**src/rtl/flag_branch_ctrl_pkg.sv**
```systemverilog
// Shared types for the flag/branch sequencing controller: instruction classes,
// ARM condition codes and the flush FSM state.
package flag_ctrl_pkg;

   typedef enum logic [2:0] {
      OP_NOP   = 3'd0,
      OP_ALU   = 3'd1,
      OP_ALUS  = 3'd2,
      OP_BCOND = 3'd3,
      OP_CBZ   = 3'd4,
      OP_B     = 3'd5
   } op_class_t;

   typedef enum logic {
      RUN   = 1'b0,
      FLUSH = 1'b1
   } state_t;

   localparam logic [3:0] COND_EQ = 4'h0;
   localparam logic [3:0] COND_NE = 4'h1;
   localparam logic [3:0] COND_HS = 4'h2;
   localparam logic [3:0] COND_LO = 4'h3;
   localparam logic [3:0] COND_MI = 4'h4;
   localparam logic [3:0] COND_PL = 4'h5;
   localparam logic [3:0] COND_VS = 4'h6;
   localparam logic [3:0] COND_VC = 4'h7;
   localparam logic [3:0] COND_HI = 4'h8;
   localparam logic [3:0] COND_LS = 4'h9;
   localparam logic [3:0] COND_GE = 4'hA;
   localparam logic [3:0] COND_LT = 4'hB;
   localparam logic [3:0] COND_GT = 4'hC;
   localparam logic [3:0] COND_LE = 4'hD;
   localparam logic [3:0] COND_AL = 4'hE;
   localparam logic [3:0] COND_NV = 4'hF;

   // Encodings 6 and 7 are unused and behave as NOP everywhere downstream.
   function automatic op_class_t decode_class(input logic [2:0] raw);
      return (raw > 3'd5) ? OP_NOP : op_class_t'(raw);
   endfunction

endpackage

```
**src/rtl/flag_branch_ctrl_if.sv**
```systemverilog
// ID-stage and flag-register signal bundle between the pipeline and the
// flag/branch controller.
interface flag_branch_ctrl_if #(parameter int CNT_W = 16);

   // id_valid qualifies the ID slot; stall is the hold-back: while stall=1 the
   // pipeline keeps the same instruction in ID and it is offered again next cycle.
   logic             id_valid;
   logic [2:0]       id_class;
   logic [3:0]       id_cond;
   logic             id_reg_zero;
   logic             flag_n;
   logic             flag_z;
   logic             flag_v;
   logic             flag_c;
   logic             set_flag;
   logic             cbz_zero;
   logic             stall;
   logic             flush;
   logic             branch_taken;
   logic [CNT_W-1:0] stall_cnt;
   logic [CNT_W-1:0] flush_cnt;

   modport master (
      output id_valid, id_class, id_cond, id_reg_zero,
      output flag_n, flag_z, flag_v, flag_c,
      input  set_flag, cbz_zero, stall, flush, branch_taken,
      input  stall_cnt, flush_cnt
   );

   modport slave (
      input  id_valid, id_class, id_cond, id_reg_zero,
      input  flag_n, flag_z, flag_v, flag_c,
      output set_flag, cbz_zero, stall, flush, branch_taken,
      output stall_cnt, flush_cnt
   );

endinterface

```
**src/rtl/flag_branch_ctrl_cond_eval.sv**
```systemverilog
// ARM condition-code evaluation against the stored N/Z/V/C flags.
module cond_eval
   import flag_ctrl_pkg::*;
(
   input  logic [3:0] cond,
   input  logic       n,
   input  logic       z,
   input  logic       v,
   input  logic       c,
   output logic       cond_true
);

   always_comb begin
      cond_true = 1'b1;
      case (cond)
         COND_EQ: cond_true = z;
         COND_NE: cond_true = !z;
         COND_HS: cond_true = c;
         COND_LO: cond_true = !c;
         COND_MI: cond_true = n;
         COND_PL: cond_true = !n;
         COND_VS: cond_true = v;
         COND_VC: cond_true = !v;
         COND_HI: cond_true = c & !z;
         COND_LS: cond_true = !c | z;
         COND_GE: cond_true = (n == v);
         COND_LT: cond_true = (n != v);
         COND_GT: cond_true = !z & (n == v);
         COND_LE: cond_true = z | (n != v);
         default: cond_true = 1'b1;
      endcase
   end

endmodule

```
**src/rtl/flag_branch_ctrl_d_ff.sv**
```systemverilog
// Plain D flip-flop bank with synchronous active-high clear; all controller
// state is held in instances of this cell, matching the flag register.
module d_ff #(
   parameter int W = 1
) (
   input  logic         clk,
   input  logic         reset,
   input  logic [W-1:0] d,
   output logic [W-1:0] q
);

   always_ff @(posedge clk) begin
      if (reset) q <= '0;
      else       q <= d;
   end

endmodule

```
**src/rtl/flag_branch_ctrl.sv**
```systemverilog
// Flag-register sequencing and ID-stage branch resolution: flag controls from
// the EX shadow, B.cond-after-ALUS hazard stall, and post-branch squash FSM.
module flag_branch_ctrl
   import flag_ctrl_pkg::*;
#(
   parameter int FLUSH_CYCLES = 1,
   parameter int CNT_W        = 16
) (
   input  logic               clk,
   input  logic               reset,
   flag_branch_ctrl_if.slave  bus
);

   localparam logic [2:0] FLUSH_LOAD = 3'(FLUSH_CYCLES);

   op_class_t        id_cls;
   op_class_t        ex_class;
   op_class_t        ex_class_nxt;
   logic [2:0]       ex_class_q;
   logic             ex_valid;
   logic             ex_valid_nxt;
   state_t           state;
   state_t           state_nxt;
   logic [0:0]       state_q;
   logic [2:0]       cnt;
   logic [2:0]       cnt_nxt;
   logic [CNT_W-1:0] stall_cnt;
   logic [CNT_W-1:0] stall_cnt_nxt;
   logic [CNT_W-1:0] flush_cnt;
   logic [CNT_W-1:0] flush_cnt_nxt;
   logic             cond_true;
   logic             in_run;
   logic             stall;
   logic             flush;
   logic             branch_taken;

   d_ff #(.W(1))     u_state_ff (.clk(clk), .reset(reset), .d(state_nxt),     .q(state_q));
   d_ff #(.W(3))     u_cnt_ff   (.clk(clk), .reset(reset), .d(cnt_nxt),       .q(cnt));
   d_ff #(.W(1))     u_exv_ff   (.clk(clk), .reset(reset), .d(ex_valid_nxt),  .q(ex_valid));
   d_ff #(.W(3))     u_exc_ff   (.clk(clk), .reset(reset), .d(ex_class_nxt),  .q(ex_class_q));
   d_ff #(.W(CNT_W)) u_scnt_ff  (.clk(clk), .reset(reset), .d(stall_cnt_nxt), .q(stall_cnt));
   d_ff #(.W(CNT_W)) u_fcnt_ff  (.clk(clk), .reset(reset), .d(flush_cnt_nxt), .q(flush_cnt));

   assign state    = state_t'(state_q);
   assign ex_class = op_class_t'(ex_class_q);
   assign id_cls   = decode_class(bus.id_class);

   cond_eval u_cond_eval (
      .cond      (bus.id_cond),
      .n         (bus.flag_n),
      .z         (bus.flag_z),
      .v         (bus.flag_v),
      .c         (bus.flag_c),
      .cond_true (cond_true)
   );

   assign in_run = (state == RUN);
   assign flush  = (state == FLUSH);

   // The ALUS in EX writes flags on this edge, so a B.cond in ID must wait one
   // cycle; the bubble issued behind it removes the hazard by itself.
   assign stall = bus.id_valid & (id_cls == OP_BCOND) & ex_valid &
                  (ex_class == OP_ALUS) & in_run;

   assign branch_taken = bus.id_valid & in_run & !stall &
                         ((id_cls == OP_B) |
                          ((id_cls == OP_BCOND) & cond_true) |
                          ((id_cls == OP_CBZ) & bus.id_reg_zero));

   always_comb begin
      state_nxt = state;
      cnt_nxt   = cnt;
      case (state)
         RUN: begin
            if (branch_taken) begin
               state_nxt = FLUSH;
               cnt_nxt   = FLUSH_LOAD;
            end
         end
         FLUSH: begin
            cnt_nxt = cnt - 3'd1;
            if (cnt == 3'd1) state_nxt = RUN;
         end
         default: state_nxt = RUN;
      endcase
   end

   always_comb begin
      ex_valid_nxt = 1'b0;
      ex_class_nxt = ex_class;
      if (!stall && !flush) begin
         ex_valid_nxt = bus.id_valid;
         ex_class_nxt = id_cls;
      end
   end

   always_comb begin
      stall_cnt_nxt = stall_cnt;
      flush_cnt_nxt = flush_cnt;
      if (stall && (stall_cnt != '1)) stall_cnt_nxt = stall_cnt + CNT_W'(1);
      if (flush && (flush_cnt != '1)) flush_cnt_nxt = flush_cnt + CNT_W'(1);
   end

   assign bus.set_flag     = ex_valid & (ex_class == OP_ALUS);
   assign bus.cbz_zero     = ex_valid & (ex_class == OP_CBZ);
   assign bus.stall        = stall;
   assign bus.flush        = flush;
   assign bus.branch_taken = branch_taken;
   assign bus.stall_cnt    = stall_cnt;
   assign bus.flush_cnt    = flush_cnt;

endmodule
```
**src/flat_wrapper.sv**
```systemverilog
// flat-port wrapper written by rule: the top's interface ports become plain ports
module flag_branch_ctrl_flat import flag_ctrl_pkg::*;
#(
   parameter int FLUSH_CYCLES = 1,
   parameter int CNT_W        = 16
)
  (clk, reset, bus_id_valid, bus_id_class, bus_id_cond, bus_id_reg_zero, bus_flag_n, bus_flag_z, bus_flag_v, bus_flag_c, bus_set_flag, bus_cbz_zero, bus_stall, bus_flush, bus_branch_taken, bus_stall_cnt, bus_flush_cnt);
  flag_branch_ctrl_if #(.CNT_W(CNT_W)) bus_i ();
  input  logic clk;
  input  logic reset;
  input wire logic [$bits(bus_i.id_valid)-1:0] bus_id_valid;
  input wire logic [$bits(bus_i.id_class)-1:0] bus_id_class;
  input wire logic [$bits(bus_i.id_cond)-1:0] bus_id_cond;
  input wire logic [$bits(bus_i.id_reg_zero)-1:0] bus_id_reg_zero;
  input wire logic [$bits(bus_i.flag_n)-1:0] bus_flag_n;
  input wire logic [$bits(bus_i.flag_z)-1:0] bus_flag_z;
  input wire logic [$bits(bus_i.flag_v)-1:0] bus_flag_v;
  input wire logic [$bits(bus_i.flag_c)-1:0] bus_flag_c;
  output wire logic [$bits(bus_i.set_flag)-1:0] bus_set_flag;
  output wire logic [$bits(bus_i.cbz_zero)-1:0] bus_cbz_zero;
  output wire logic [$bits(bus_i.stall)-1:0] bus_stall;
  output wire logic [$bits(bus_i.flush)-1:0] bus_flush;
  output wire logic [$bits(bus_i.branch_taken)-1:0] bus_branch_taken;
  output wire logic [$bits(bus_i.stall_cnt)-1:0] bus_stall_cnt;
  output wire logic [$bits(bus_i.flush_cnt)-1:0] bus_flush_cnt;
  assign bus_i.id_valid = bus_id_valid;
  assign bus_i.id_class = bus_id_class;
  assign bus_i.id_cond = bus_id_cond;
  assign bus_i.id_reg_zero = bus_id_reg_zero;
  assign bus_i.flag_n = bus_flag_n;
  assign bus_i.flag_z = bus_flag_z;
  assign bus_i.flag_v = bus_flag_v;
  assign bus_i.flag_c = bus_flag_c;
  assign bus_set_flag = bus_i.set_flag;
  assign bus_cbz_zero = bus_i.cbz_zero;
  assign bus_stall = bus_i.stall;
  assign bus_flush = bus_i.flush;
  assign bus_branch_taken = bus_i.branch_taken;
  assign bus_stall_cnt = bus_i.stall_cnt;
  assign bus_flush_cnt = bus_i.flush_cnt;
  flag_branch_ctrl #(.FLUSH_CYCLES(FLUSH_CYCLES), .CNT_W(CNT_W)) u_core (.clk(clk), .reset(reset), .bus(bus_i));
endmodule
```
**config.mk**
```make
export PLATFORM = sky130hd
export DESIGN_NAME = flag_branch_ctrl_flat
export DESIGN_NICKNAME = d
export VERILOG_FILES = /design/src/rtl/flag_branch_ctrl_pkg.sv /design/src/rtl/flag_branch_ctrl_if.sv /design/src/rtl/flag_branch_ctrl_cond_eval.sv /design/src/rtl/flag_branch_ctrl_d_ff.sv /design/src/rtl/flag_branch_ctrl.sv /design/src/flat_wrapper.sv
export SDC_FILE = /design/constraint.sdc
export NUM_CORES = 1
export LEC_CHECK = 0
export ABC_CLOCK_PERIOD_IN_PS = 2040
export BUFFER_PORTS_ARGS = -buffer_cell sky130_fd_sc_hd__buf_2
export CAP_MARGIN = 20
export CORE_UTILIZATION = 45
export DETAILED_ROUTE_END_ITERATION = 7
export PLACE_DENSITY_LB_ADDON = 0.25
export SLEW_MARGIN = 5
export SYNTH_ARGS = -nofsm -noshare
export SYNTH_HDL_FRONTEND = slang
export SYNTH_SLANG_ARGS = --single-unit
```
**constraint.sdc**
```tcl
create_clock -name clk -period 2.04 [get_ports clk]
set_input_delay 0 -clock clk [delete_from_list [all_inputs] [get_ports clk]]
set_output_delay 0 -clock clk [all_outputs]
set_load 0.01 [all_outputs]
```
; After elaboration in Yosys (flattened, before gate mapping)
; Index checks and enable logic that the tools add are counted.
[classes]
muxes = 7
n_addsub = 3
n_bitwise = 19
n_lt_le_gt_ge = 1
eq_ne = 24
n_reduce_logical = 11
[ops]
columns = cell, n
row1 = $add 16x1->16 const B, 2
row2 = $ne 16x16->1 const B, 2
row3 = $eq 4x4->1 const B, 6
row4 = $eq 4x3->1 const B, 4
row5 = $pmux 1 s14, 1
row6 = $and 1x1->1, 13
row7 = $eq 3x3->1 const B, 3
row8 = $eq 4x2->1 const B, 2
row9 = $eq 3x2->1 const B, 2
row10 = $logic_not 1->1, 6
row11 = $mux 3, 2
row12 = $pmux 3 s2, 1
row13 = $eq 4x1->1 const B, 1
row14 = $logic_not 4->1, 1
row15 = $or 1x1->1, 4
row16 = $eq 3x1->1 const B, 1
row17 = $gt 3x3->1 const B, 1
row18 = $logic_and 1x1->1, 3
row19 = $sub 3x1->3 const B, 1
row20 = $mux 1, 2
row21 = $ne 2x2->1 const B, 1
row22 = $not 1->1, 2
row23 = $pmux 1 s2, 1
row24 = $reduce_or 2->1, 1
row25 = other kinds (2), 2
[word_totals]
register_bits = 40
out_inout_bits = 37
wordCells = 71
in_bits = 15

; Depth between registers and ports, before layout
; Gate-level depths: netlist of the first run.
[depth]
ltp_word = 12
depth_mapped = 7

; Modules after synthesis
; Synthesis of the first run repeated with hierarchy kept, for this count alone.
[unflattened]
hier_cells = 252
hier_area_um2 = 2388.5
[by_module_without_submodules]
columns = module, instances, cells_per_inst, area_per_inst_um2
row1 = flag_branch_ctrl, 1, 147, 1069.8
row2 = d_ff (u_core.u_fcnt_ff ...), 2, 33, 464.2
row3 = cond_eval, 1, 23, 165.2
row4 = d_ff (u_core.u_cnt_ff ...), 2, 6, 78.8
row5 = d_ff (u_core.u_exv_ff ...), 2, 2, 33.8

; Worst setup path before layout of the first run
; Ideal clock, no wire load.
[synth_timing]
kind = reg-to-reg
start = reg u_core.u_scnt_ff.q[0]
end = reg u_core.u_scnt_ff.q[3]
t_arrival_ns = 1.842
setup_ns = 0.128
synth_period_minus_slack_ns = 1.969
stages_incl_launch_ff = 8
path_slack_ns = 0.071
cell_sequence = dfxtp_1 > ha_1 > nand3_1 > or4b_1 > buf_6 > o2111ai_1 > xor2_1 > nor2_1
[synth_between]
elab_chain_cells = 2
[synth_lines]
columns = item, line
row1 = start: declaration, flag_branch_ctrl_d_ff.sv:9  ; output logic [W-1:0] q
row2 = start signal: assignment, flag_branch_ctrl_d_ff.sv:13  ; if (reset) q <= '0;
row3 = start signal: assignment, flag_branch_ctrl_d_ff.sv:14  ; else q <= d;
row4 = branches (longest 2 deep; another with $add 16x1->16), --
; Parallel ways; which one is timed is not known.
; A chain may end at the register's enable or synchronous reset.

; Worst setup path after layout of the first run
[layout_timing]
start = reg u_core.u_exc_ff.q[0]
end = reg u_core.u_scnt_ff.q[11]
[layout_between]
elab_chain_cells = 4
[layout_lines]
columns = item, line
row1 = start: declaration, flag_branch_ctrl_d_ff.sv:9
row2 = start signal: assignment, flag_branch_ctrl_d_ff.sv:13
row3 = start signal: assignment, flag_branch_ctrl_d_ff.sv:14
row4 = $eq 3x2->1, flag_branch_ctrl.sv:63  ; (ex_class == OP_ALUS) & in_run;
row5 = $and 1x1->1, flag_branch_ctrl.sv:62  ; assign stall = bus.id_valid & (id_cls == OP_BCOND) & ex_valid &
row6 = $and 1x1->1, flag_branch_ctrl.sv:63
row7 = $logic_and 1x1->1, flag_branch_ctrl.sv:100  ; if (stall && (stall_cnt != '1)) stall_cnt_nxt = stall_cnt + CNT_W'(1);
; Every way passes these cells.

==> out/results.ini, run 1 <==
[run]
maxCapViolCount = 0

[synth]
synth_cells = 257
syn_area_um2 = 2190
yosysWarnings = 0
ys_types = 52
synth-seq-cells = 40
syn-num-nets = 276
seq_area_frac_synth_pct = 36.5
avgSynthCellArea_um2 = 8.54

[route]
via_count = 2005
route.detailed.drc = 0
wl_mm = 4.57
wl_per_cell_um = 12.3
firstDrtPassIters = 4
routed_via_density = 5.42
drt-initial-drc-count = 111
ant_nets = 0

[global_route]
track_usage_pct = 19.1
grt_max_degree = 44
grt_pass1_wl_mm = 7.86
antenna_found_initial = 0
grt_pass1_vias = 1772
grt-ovfl-total = 0

[timing]
fin_crit_sh_pct = 91.4
setup_violations = 0
timing_hold_violations_final = 0
tightest_slew_ns = 0.749
fmax_mhz = 536
maxSlewViolCount = 0
tns_ns = 0
timing.slew.headroom_pct = 50.1
clock_skew_ns = 0.0101
period_needed_ns = 1.87

[critical_path]
worstPathRequired_ns = 2.26
r2r_end = u_core.u_scnt_ff.q[11]
startpoint = u_core.u_exc_ff.q[0]
cp_max_fo = 12
start_kind = register
worstSetupEndpointType = register
crit_type = register to register
r2r_start = u_core.u_exc_ff.q[0]
reg2reg_depth = 6
crit_arrival_ns = 2.08
rrSetupSlack_ns = 0.17

[cts]
clk_pin_slew_worst_paths_ns = 0.08
cts_made_buffers = 5
htreeDepth = 2
tritoncts = done
clock_latency_ns = 0.29
cts.sinks = 40
clock_path_buffers = 2
clock-root-buffer = clkbuf_8

[hold_path]
min_to = u_core.u_exc_ff.q[0]
worstHoldStart = bus_id_class[0]
holdPathStages = 3
hold_class = input pin to register

[power]
power_frac_seq_pct = 49.6
swShare_pct = 21.3
total_power_mw = 1.62
power_frac_comb_pct = 7.3
clkPwrFrac_pct = 43.1
p_sw_mw = 0.346
ir_drop_mv = 0.243
p_leak_nw = 1.15
power_density_nw_per_um2 = 605
p_int_mw = 1.28

[final_layout]
area_growth_pct = 22.2
drive_gt1_share_pct = 26.6
final_nets = 334
diodes = 0

[place]
post-dp-hpwl_mm = 3.41
port-buffer-count = 51
place.gp.congestion = 0.829

[floorplanning]
die_height_um = 71.8
dieWidth_um = 71.8
start_util_pct = 46.8
design.die.area_um2 = 5160
pin_count = 52
core_um2 = 4690
rows = 25

[status]
status = finished clean

==> metal layers <==
layer	vias to the layer above	wire [um]	track usage, %
li1	1041	-	-
met1	910	2250	24.0
met2	46	2070	30.5
met3	8	163	5.34
met4	0	82	8.71
met5	-	0	0
==> registers in the layout, indices dropped and copies added, names as in the netlist <==
| name | cells |
|---|---|
| u_core.u_state_ff.q | 1 |
| u_core.u_exc_ff.q | 3 |
| u_core.u_cnt_ff.q | 3 |
| u_core.u_exv_ff.q | 1 |
| u_core.u_fcnt_ff.q | 16 |
| u_core.u_scnt_ff.q | 16 |
==> worst max-delay path, stage by stage (launching register included) <==
cell and delay (ns):
dfxtp_1 0.32, nand4bb_1 0.26, nor3_1 0.23, buf_4 0.22, nand4_1 0.21, or3_1 0.40, a21oi_1 0.14
==> synthesized netlist by cell type (all sizes together) <==
library cell | count | share of area, %
a2111oi | 1 | 0.40
a211oi | 2 | 0.68
a21oi | 10 | 2.3
a221oi | 1 | 0.68
a31oi | 1 | 0.29
and2 | 3 | 0.91
and3 | 6 | 1.8
and3b | 1 | 0.40
and4 | 4 | 1.6
buf | 3 | 0.97
clkbuf | 9 | 1.6
dfxtp | 40 | 36
ha | 4 | 2.3
inv | 8 | 1.4
mux2i | 7 | 3.2
nand2 | 11 | 1.9
nand2b | 4 | 1.1
nand3 | 12 | 2.7
nand3b | 2 | 0.68
nand4 | 11 | 3.8
nand4b | 2 | 0.80
nand4bb | 1 | 0.51
nor2 | 38 | 6.5
nor2b | 3 | 0.86
nor3 | 11 | 2.5
nor4 | 1 | 0.29
nor4b | 2 | 0.80
nor4bb | 1 | 0.46
o2111ai | 4 | 2.2
o211ai | 6 | 2.3
o21ai | 8 | 2.0
o311ai | 1 | 0.40
o32ai | 1 | 0.40
o41ai | 2 | 1.1
or2 | 1 | 0.29
or3 | 5 | 1.4
or3b | 1 | 0.40
or4 | 2 | 0.68
or4b | 2 | 0.91
xnor2 | 5 | 2.0
xor2 | 20 | 8.0
==> layout make-up <==
type / count / area [um2]
Inverter: 8 / 30.0
Timing Repair Buffer: 63 / 345
Clock inverter: 1 / 30.0
Multi-Input combinational cell: 197 / 1310
Clock buffer: 7 / 96.3
Sequential cell: 40 / 801
Fill cell: 441 / 2010
Tap cell: 54 / 67.6
==> logic make-up (layout without fill, tap and decap cells) <==
family                     after synthesis  count (layout)  synth area share (%)
buffers and inverters                   20              79                  3.93
and+or+nand+nor                        124             124                  31.4
adders and majority gates                4               4                  2.28
AOI/OAI and AO/OA                       37              37                  12.7
DFF                                     40              40                  36.5
xor gates and xnor gates                25              25                  9.98
muxes                                    7               7                  3.19
==> power by group through the flow <==
stage | clock network [mW] | logic (mW) | registers (mW)
floorplan | 0 | 0.0801 | 0.822
global placement | 0 | 0.117 | 0.823
detailed placement | 0 | 0.119 | 0.823
CTS | 0.719 | 0.119 | 0.805
global route | 0.749 | 0.138 | 0.807
finish | 0.699 | 0.119 | 0.805
==> worst max-delay path by stage <==
stage                                        end  depth (start not counted)
after floorplan            u_core.u_scnt_ff.q[3]                          7
after global placement     u_core.u_scnt_ff.q[3]                          5
after detailed placement   u_core.u_scnt_ff.q[3]                          6
after CTS                  u_core.u_scnt_ff.q[3]                          6
after global routing            bus_branch_taken                          7
final                     u_core.u_scnt_ff.q[11]                          6
==> metrics by stage <==
stage	utilization (%)	hold WS (ns)	std cells	area, um2	setup WS [ns]
after floorplan	-	0.172	257	2190	0.0709
after global placement	54.1	0.319	360	2540	0.167
after detailed placement	54.1	0.323	360	2540	0.147
after CTS	56.7	0.00313	368	2660	0.127
after global routing	57.1	0.0389	370	2680	-0.00331
final	57.1	0.0124	370	2680	0.175
==> layout by cell type, fill, tap and decap left out, drive strengths merged, types with 2 or more instances in the layout <==
cell / netlist / final
buf: 3 / 63
dfxtp: 40 / 40
nor2: 38 / 38
xor2: 20 / 20
nand3: 12 / 12
nor3: 11 / 11
nand2: 11 / 11
nand4: 11 / 11
a21oi: 10 / 10
inv: 8 / 8
o21ai: 8 / 8
mux2i: 7 / 7
clkbuf: 9 / 7
o211ai: 6 / 6
and3: 6 / 6
xnor2: 5 / 5
or3: 5 / 5
nand2b: 4 / 4
and4: 4 / 4
ha: 4 / 4
o2111ai: 4 / 4
nor2b: 3 / 3
and2: 3 / 3
nand3b: 2 / 2
a211oi: 2 / 2
or4: 2 / 2
nor4b: 2 / 2
nand4b: 2 / 2
o41ai: 2 / 2
or4b: 2 / 2
==> timing repair <==
| item | CTS | global route |
|---|---|---|
| setup endpoints to repair | 0 | 5 |
| setup buffers | 0 | 2 |
| resized for setup | 0 | 1 |
| hold buffers | 0 | 0 |
Note: power is estimated with default switching activity, not from simulation.
==> inputs of run 2 (changes only) <==
- BUFFER_PORTS_ARGS: -buffer_cell sky130_fd_sc_hd__buf_2 -> not set
- DONT_BUFFER_PORTS: not set -> 1
- GPL_TIMING_DRIVEN: not set -> 0
==> run 2 against run 1 <==
Compared with the run above: critical path type unchanged; non-clock buffer count fell by 47; clock power fell by 27%; sequential power rose by 0.5%; highest routed layer unchanged; first-iteration DRC count fell by 27%; register-to-register slack got worse by 0.08 ns; critical path depth rose by 1; flip-flop and latch count did not move.
==> out/results.ini, run 2 (same netlist as run 1, synthesis figures left out) <==
[status]
status = finished clean

[critical_path]
cp_top_family = simple AND/OR/NAND/NOR gates
crit_type = register to register
startpoint = u_core.u_scnt_ff.q[0]
worstPathRequired_ns = 2.21
start_kind = register
crit_arrival_ns = 2.11
slowest_delay_ns = 0.50
r2r_start = u_core.u_scnt_ff.q[0]
r2r_end = u_core.u_scnt_ff.q[3]
critical-path-slowest-cell = or4b_1
crit_path_cell_trace = ha_4 -> nand3_1 -> or4b_1 -> buf_6 -> o2111ai_1 -> xor2_1 -> nor2_1
crit_end = u_core.u_scnt_ff.q[3]
cp_max_fo = 7
worstSetupEndpointType = register
crit_buf_inv = 1
reg2reg_depth = 7
crit_cells = 7
rrSetupSlack_ns = 0.1

[place]
port-buffer-count = 0
post-dp-hpwl_mm = 3.50
pre_cts_slack_ns = -0.111
place.gp.congestion = 0.828

[run]
maxCapViolCount = 0

[floorplanning]
rows = 25
dieWidth_um = 71.8
core_um2 = 4690
design.die.area_um2 = 5160
start_util_pct = 46.8
pin_count = 52
die_height_um = 71.8

[power]
p_leak_nw = 0.846
ir_drop_mv = 0.248
power_density_nw_per_um2 = 589
total_power_mw = 1.42

[route]
ant_nets = 0
route.detailed.drc = 0
wl_per_cell_um = 14.8
firstDrtPassIters = 4
routed_via_density = 5.75
drt-initial-drc-count = 81
via_count = 1851
wl_mm = 4.77

[timing]
timing_hold_violations_final = 0
fmax_mhz = 515
tightest_slew_ns = 0.666
timing.slew.headroom_pct = 54.4
fin_crit_sh_pct = 95.1
setup_slack_ns = 0.0996
clock_skew_ns = 0.00979
period_needed_ns = 1.94
grt_setup_unrepaired = no
maxSlewViolCount = 0
setup_violations = 0
tns_ns = 0

[global_route]
use_met3_pct = 7.59
grt_pass1_wl_mm = 8.10
grtUsageMet1_pct = 22.8
grt_max_degree = 13
grtUsageMet2_pct = 33.4
top_usage_layer = met2
grt-ovfl-total = 0
antenna_found_initial = 0
grt_pass1_vias = 1761
track_usage_pct = 19.8

[cts]
clock_latency_ns = 0.30
cts_made_buffers = 5
cts.sinks = 40
clock-root-buffer = clkbuf_8
clk_pin_slew_worst_paths_ns = 0.08
tritoncts = done
htreeDepth = 2
clock_path_buffers = 2

[hold_path]
hold_class = input pin to register

[final_layout]
area_growth_pct = 10.0
multi_input_area_um2 = 1340
seqCellArea_um2 = 803
final_nets = 287
mostFrequentLayoutCells = nor2_1 (38), dfxtp_1 (38), xor2_1 (20), nand3_1 (12), nand2_1 (11)
diodes = 0
top_regs = u_core.u_fcnt_ff.q (16), u_core.u_scnt_ff.q (16)
drive_gt1_share_pct = 10.8
n_fill_cell = 454

-- run 2: cell type report --
cell class,instances,share of cell area [%]
multi-input cells,197,55.3
flip-flops and latches,40,33.3
clock buffers,5,2.85
well taps,54,2.80
plain buffers,12,2.33
repair buffers,4,1.66
inverters,8,1.24
clock inverters,2,0.518
-- run 2: worst min path at each step --
stage	from	to	cells after the start
3_3_place_gp	bus_id_class[0]	u_core.u_exc_ff.q[0]	2
3_5_place_dp	bus_id_class[0]	u_core.u_exc_ff.q[0]	2
4_1_cts	bus_id_class[2]	u_core.u_exc_ff.q[2]	4
5_1_grt	bus_id_class[1]	u_core.u_exc_ff.q[1]	4
6_report	bus_id_class[2]	u_core.u_exc_ff.q[2]	4
2_1_floorplan	bus_id_class[0]	u_core.u_exc_ff.q[0]	2
-- run 2: worst reg2reg max path: stages (launching register included) --
cell and delay, ns:
dfxtp_2 0.44, ha_4 0.20, nand3_1 0.11, or4b_1 0.50, buf_6 0.16, o2111ai_1 0.20
xor2_1 0.17, nor2_1 0.05
-- run 2: per-stage QoR --
stage          std cells  cell area [um2]  util, %  hold WS [ns]
2_1_floorplan        257             2190        -         0.172
3_3_place_gp         311             2260     48.2         0.190
3_5_place_dp         311             2260     48.2         0.189
4_1_cts              322             2390     50.9       0.00417
5_1_grt              322             2410     51.5        0.0375
6_report             322             2410     51.5       0.00448
-- run 2: what timing repair did --
action,CTS,global route
hold endpoints to repair,3,0
hold buffers,4,0
buffers inserted,0,0
cloned,0,0
setup endpoints to repair,9,15
gates resized for setup,3,5
-- run 2: power by group --
part	total (mW)	switching [mW]	internal, mW
clock	0.507	0.276	0.231
combinational	0.106	0.0595	0.0466
sequential	0.809	0.0154	0.793
-- run 2: metal layers --
metal / part of all wire [%] / vias to the layer above
met5: 0 / -
met4: 1.7 / 0
met3: 6.6 / 6
met2: 46 / 43
met1: 45 / 851
li1: - / 951
